`config.mk`:
```
export PLATFORM = sky130hd
export DESIGN_NAME = mult
export DESIGN_NICKNAME = d
export VERILOG_FILES = /design/src/rtl/mult.sv
export SDC_FILE = /design/constraint.sdc
export NUM_CORES = 1
export LEC_CHECK = 0
export CORE_AREA = 2 2 156 158
export CTS_CLUSTER_DIAMETER = 60
export DETAILED_ROUTE_END_ITERATION = 10
export DIE_AREA = 0 0 158 160
export GPL_ROUTABILITY_DRIVEN = 0
export PLACE_DENSITY = 0.77
export SYNTH_ARGS = -nofsm -noshare
export SYNTH_HDL_FRONTEND = slang
export SYNTH_SLANG_ARGS = --single-unit
```
`constraint.sdc`:
```
create_clock -name clk -period 4.7 [get_ports clk]
set_input_delay 1.175 -clock clk [delete_from_list [all_inputs] [get_ports clk]]
set_output_delay 1.175 -clock clk [all_outputs]
set_load 0.005 [all_outputs]
```
`src/rtl/mult.sv`:
```
// Three-stage pipelined unsigned multiplier: operand register, nibble partial-product
// reduction into two partial sums, final add. A valid flag travels alongside the data.
module mult #(
    parameter int unsigned WIDTH = 16
) (
    input  logic                 clk,
    input  logic                 rst,
    input  logic                 in_valid,
    input  logic [WIDTH-1:0]     multiplier,
    input  logic [WIDTH-1:0]     multiplicand,
    output logic [2*WIDTH-1:0]   product,
    output logic                 out_valid
);

    localparam int unsigned NumNib = WIDTH / 4;
    localparam int unsigned PpW    = WIDTH + 4;
    localparam int unsigned ProdW  = 2 * WIDTH;

    // Stage 1: registered operands
    logic [WIDTH-1:0] a_q, a_d;
    logic [WIDTH-1:0] b_q, b_d;
    logic             v1_q, v1_d;

    // Stage 2: two partial sums
    logic [ProdW-1:0] sum_even_q, sum_even_d;
    logic [ProdW-1:0] sum_odd_q, sum_odd_d;
    logic             v2_q, v2_d;

    // Stage 3: final product
    logic [ProdW-1:0] prod_q, prod_d;
    logic             v3_q, v3_d;

    logic [PpW-1:0]   pp [NumNib];

    // Each nibble of A times the full B fits in WIDTH+4 bits.
    for (genvar g = 0; g < NumNib; g++) begin : g_pp
        assign pp[g] = PpW'(a_q[4*g +: 4]) * PpW'(b_q);
    end

    always_comb begin
        a_d  = multiplier;
        b_d  = multiplicand;
        v1_d = in_valid;
    end

    // Even nibbles accumulate into one sum, odd nibbles into the other; neither can
    // exceed the full product, so ProdW bits suffice for both.
    always_comb begin
        sum_even_d = '0;
        sum_odd_d  = '0;
        for (int unsigned i = 0; i < NumNib; i++) begin
            if ((i % 2) == 0) begin
                sum_even_d = sum_even_d + (ProdW'(pp[i]) << (4 * i));
            end else begin
                sum_odd_d = sum_odd_d + (ProdW'(pp[i]) << (4 * i));
            end
        end
        v2_d = v1_q;
    end

    always_comb begin
        prod_d = sum_even_q + sum_odd_q;
        v3_d   = v2_q;
    end

    always_ff @(posedge clk) begin
        if (rst) begin
            a_q        <= '0;
            b_q        <= '0;
            v1_q       <= 1'b0;
            sum_even_q <= '0;
            sum_odd_q  <= '0;
            v2_q       <= 1'b0;
            prod_q     <= '0;
            v3_q       <= 1'b0;
        end else begin
            a_q        <= a_d;
            b_q        <= b_d;
            v1_q       <= v1_d;
            sum_even_q <= sum_even_d;
            sum_odd_q  <= sum_odd_d;
            v2_q       <= v2_d;
            prod_q     <= prod_d;
            v3_q       <= v3_d;
        end
    end

    assign product   = prod_q;
    assign out_valid = v3_q;

endmodule

```
==> results of run 1 <==
sequential cells by signal (all words and copies together), names as in the netlist:
signal	count
sum_even_q	29
sum_odd_q	28
v1_q	1
a_q	16
product	32
out_valid	1
b_q	16
v2_q	1
layout by cell type, fill, tap and decap left out, types with 10 or more instances in the layout:
cell / netlist / routed
a21o_1: 26 / 26
a21oi_1: 63 / 43
a21oi_2: 2 / 18
and2_1: 120 / 110
and2_4: 0 / 10
buf_4: 0 / 152
buf_6: 0 / 17
clkbuf_16: 0 / 17
clkdlybuf4s50_1: 0 / 66
dfxtp_1: 124 / 110
fa_1: 125 / 121
ha_1: 141 / 119
ha_4: 0 / 18
inv_1: 188 / 177
inv_2: 0 / 11
nand2_1: 175 / 167
nand2b_1: 20 / 19
nand3_1: 16 / 12
nor2_1: 104 / 101
nor2b_1: 68 / 66
nor3_1: 39 / 33
o21a_1: 16 / 15
o21ai_0: 33 / 25
o21bai_1: 10 / 10
xnor2_1: 51 / 40
xor2_1: 38 / 35
power groups by stage:
stage / Sequential [mW] / Combinational (mW) / Clock [mW]
6_report: 1.20 / 1.31 / 1.36
5_1_grt: 1.21 / 1.42 / 1.42
4_1_cts: 1.20 / 1.16 / 1.36
3_5_place_dp: 1.22 / 1.07 / 0
3_3_place_gp: 1.22 / 1.04 / 0
2_1_floorplan: 1.21 / 0.697 / 0
worst min-delay path by stage:
stage / cells after the start / to / start / slack (ps)
final: 1 / product[2]$_SDFF_PP0_ / sum_even_q[2]$_SDFF_PP0_ / 440
after global routing: 1 / product[3]$_SDFF_PP0_ / sum_even_q[3]$_SDFF_PP0_ / 450
after CTS: 1 / product[2]$_SDFF_PP0_ / sum_even_q[2]$_SDFF_PP0_ / 440
after detailed placement: 1 / product[2]$_SDFF_PP0_ / sum_even_q[2]$_SDFF_PP0_ / 430
after global placement: 1 / product[3]$_SDFF_PP0_ / sum_even_q[3]$_SDFF_PP0_ / 420
after floorplan: 1 / out_valid$_SDFF_PP0_ / v2_q$_SDFF_PP0_ / 410
cell families (layout without fill, tap and decap cells):
logic type / Yosys count / after routing
AOI/OAI and AO/OA: 226 / 226
xor gates and xnor gates: 89 / 89
adders and majority gates: 266 / 266
buffers and inverters: 239 / 457
DFF: 124 / 124
muxes: 3 / 3
and+or+nand+nor: 589 / 589
layer usage:
metal  track usage (%)  share of wire (%)
met1              34.4                 40
met2              45.6                 48
met3              3.80                6.8
met4              10.2                4.9
met5                 0                  0
timing repair:
item	CTS	global route
endpoints found under the hold margin	0	0
resized for setup	116	86
pin swaps	80	65
hold buffers	0	0
buffers inserted	20	25
setup endpoints to repair	21	24
layout make-up:
| type | count | area, um2 | share of cell area [%] |
|---|---|---|---|
| Tap cell | 324 | 405 | 2.41 |
| Inverter | 188 | 706 | 4.19 |
| Clock inverter | 14 | 149 | 0.883 |
| Sequential cell | 124 | 2520 | 15.0 |
| Timing Repair Buffer | 237 | 2030 | 12.0 |
| Multi-Input combinational cell | 1173 | 10600 | 62.9 |
| Clock buffer | 18 | 439 | 2.61 |
worst max-delay path: stages (launching register included):
cell and delay [ps]:
dfxtp_2 350, buf_4 200, and2_1 180, fa_1 520
inv_1 90, fa_1 510, inv_1 90, ha_4 170
nor2_1 130, o21ai_1 130, buf_4 170, o211ai_1 150
nand2_1 150, nand2_1 130, xnor2_2 110, fa_2 410
a21o_1 190, a21oi_2 210, o21ai_0 140, nand3_2 130
a21oi_4 80, o41ai_4 380, buf_4 180, xor2_1 140
nor2_1 60
metrics by stage:
step / hold slack (ps) / setup slack, ps / total power, mW
after CTS: 441 / -216 / 3.72
after floorplan: 414 / -34.4 / 1.91
after detailed placement: 427 / -434 / 2.29
after global routing: 454 / -616 / 4.05
after global placement: 415 / -317 / 2.26
final: 436 / -467 / 3.87
==> metrics.md, run 1 <==
| Metric | Value |
|---|---|
| Root Driver | `clkbuf_16` |
| Num Clock Sinks | `124` |
| Mux share of post-synthesis cell area | `0.240%` |
| Worst R2R Start | `b_q[2]$_SDFF_PP0_` |
| # rows | `57` |
| Worst R2R Setup Slack | `-470 ps` |
| CP startpoint | `b_q[2]$_SDFF_PP0_` |
| Initial drt markers | `910` |
| Total global-route track usage | `26.8%` |
| Design Area, Final | `16,900 um2` |
| Crit end category | `flop` |
| Placed inst area | `15,000 um2` |
| Synth Area per Inst | `8.47 um2` |
| Residual DRC count | `0` |
| Placed Cells | `2,007` |
| Drt first pass iters | `6` |
| Final nets | `2,042` |
| Vias in the first global route | `11,449` |
| Outcome | `complete, but fails checks` |
| Fill count | `1,694` |
| Switching portion of total power | `34.7%` |
| Ant. Diodes | `0` |
| Violated checks | `setup timing` |
| Clock Skews | `19.3 ps` |
| Num CTS Buffers | `17` |
| Largest area contributor in the netlist | `fa_1` |
| Final WL | `36.7 mm` |
| Die area | `25,300 um2` |
| Clk_lat worst skew | `450 ps` |
| Wire per inst | `17.6 um` |
| Internal Dissipation | `2.53 mW` |
| Fin. Hold Viols | `0` |
| Layout cell share with drive strength beyond 1 | `21.8%` |
| RSZ-0062 raised after global routing | `yes` |
| Top-count cell post-synth | `inv_1` |
| Simple-gate share of the synthesized area | `22.9%` |
| Grt ovf | `0` |
| Slew HR | `46.8%` |
| Total number of vias | `11,646` |
| Slew Viols, Final | `0` |
| CP Launch Type | `flop` |
| Max Cap Violations | `0` |
| Asr flop ratio synth | `0%` |
| Initial Util | `54.6%` |
| Core area | `23,800 um2` |
| Synth Flop Type | `dfxtp_1` |
| Hold/Removal Path Class | `reg2reg` |
| R2R depth | `24` |
| Post-DP HPWL | `24.0 mm` |
| Final Core Density | `70.8%` |
| Max VDD drop | `0.185 mV` |
| Initial antenna violation count | `0` |
| Clock power frac | `35.2%` |
| Clock slew at reported path FFs | `70 ps` |
| NetSw | `1.34 mW` |
| H-tree Lvls | `4` |
| Crit share post-route | `110%` |
| First-pass GRT wire length | `54.1 mm` |
| Largest net degree at the start of global routing | `72` |
| WS Path Type | `reg2reg` |
| I/O Buffers | `67` |
| Area growth syn-to-layout | `29.5%` |
| Fmax | `194 MHz` |
| Synthesized-area fraction occupied by adder cells | `32.8%` |
| Synth Area in XOR/XNOR | `5.99%` |
| Post-synthesis sequential area ratio | `19.1%` |
| Yosys warnings | `0` |
| End of the critical path | `sum_odd_q[24]$_SDFF_PP0_` |
| Synth Area in Compound Gates | `12.1%` |
| Die height | `160 um` |
| Post-synth top area share | `19.2%` |
| Post-synth EDFFs | `0` |
| Synth Cell Area | `13,000 um2` |
| I/O Pins | `68` |
| CTS tree | `built` |
| Library cells used by synthesis | `74` |
| Main combinational cell family by area after synthesis | `adder cells` |
| Slew @ Worst Pin | `792 ps` |
| Crit path time final | `5170 ps` |
| Endpoints failing setup | `22` |
| Flops & latches, synth | `124` |
| Seq pwr share | `31.0%` |
| Non-filler cells, final | `2,078` |
| Worst-case clock buffer depth | `2` |
| Critical Path RT | `5000 ps` |
| Worst-path maximum fanout | `11` |
| Synth area leaders | `fa_1, dfxtp_1, ha_1` |
| Pleak | `8.12 nW` |
| Syn Inst Count | `1,536` |
| Reg2reg end | `sum_odd_q[24]$_SDFF_PP0_` |
| Chip Width | `158 um` |
| Via density | `5.60` |
| Gate power share | `33.8%` |
| Routed Antenna Nets | `0` |
| Final worst setup slack | `-467 ps` |
| Most frequent cells after synthesis | `inv_1, nand2_1, ha_1` |
| Total negative slack | `-6800 ps` |
| Syn nets | `1,837` |
| P per Cell Area | `230 nW/um2` |
| Critical Path AT | `5460 ps` |
(Power assumes the default switching activity.)
==> inputs of run 2 (changes only) <==
- CTS_CLUSTER_DIAMETER: 60 -> default
- CTS_CLUSTER_SIZE: default -> 20
==> results of run 2 <==
Final layout, timing and power as in run 1 (identical DEF).
==> inputs of run 3 (changes only) <==
- CTS_CLUSTER_DIAMETER: default -> 200
==> results of run 3 <==
Final layout, timing and power as in run 1 (identical DEF).
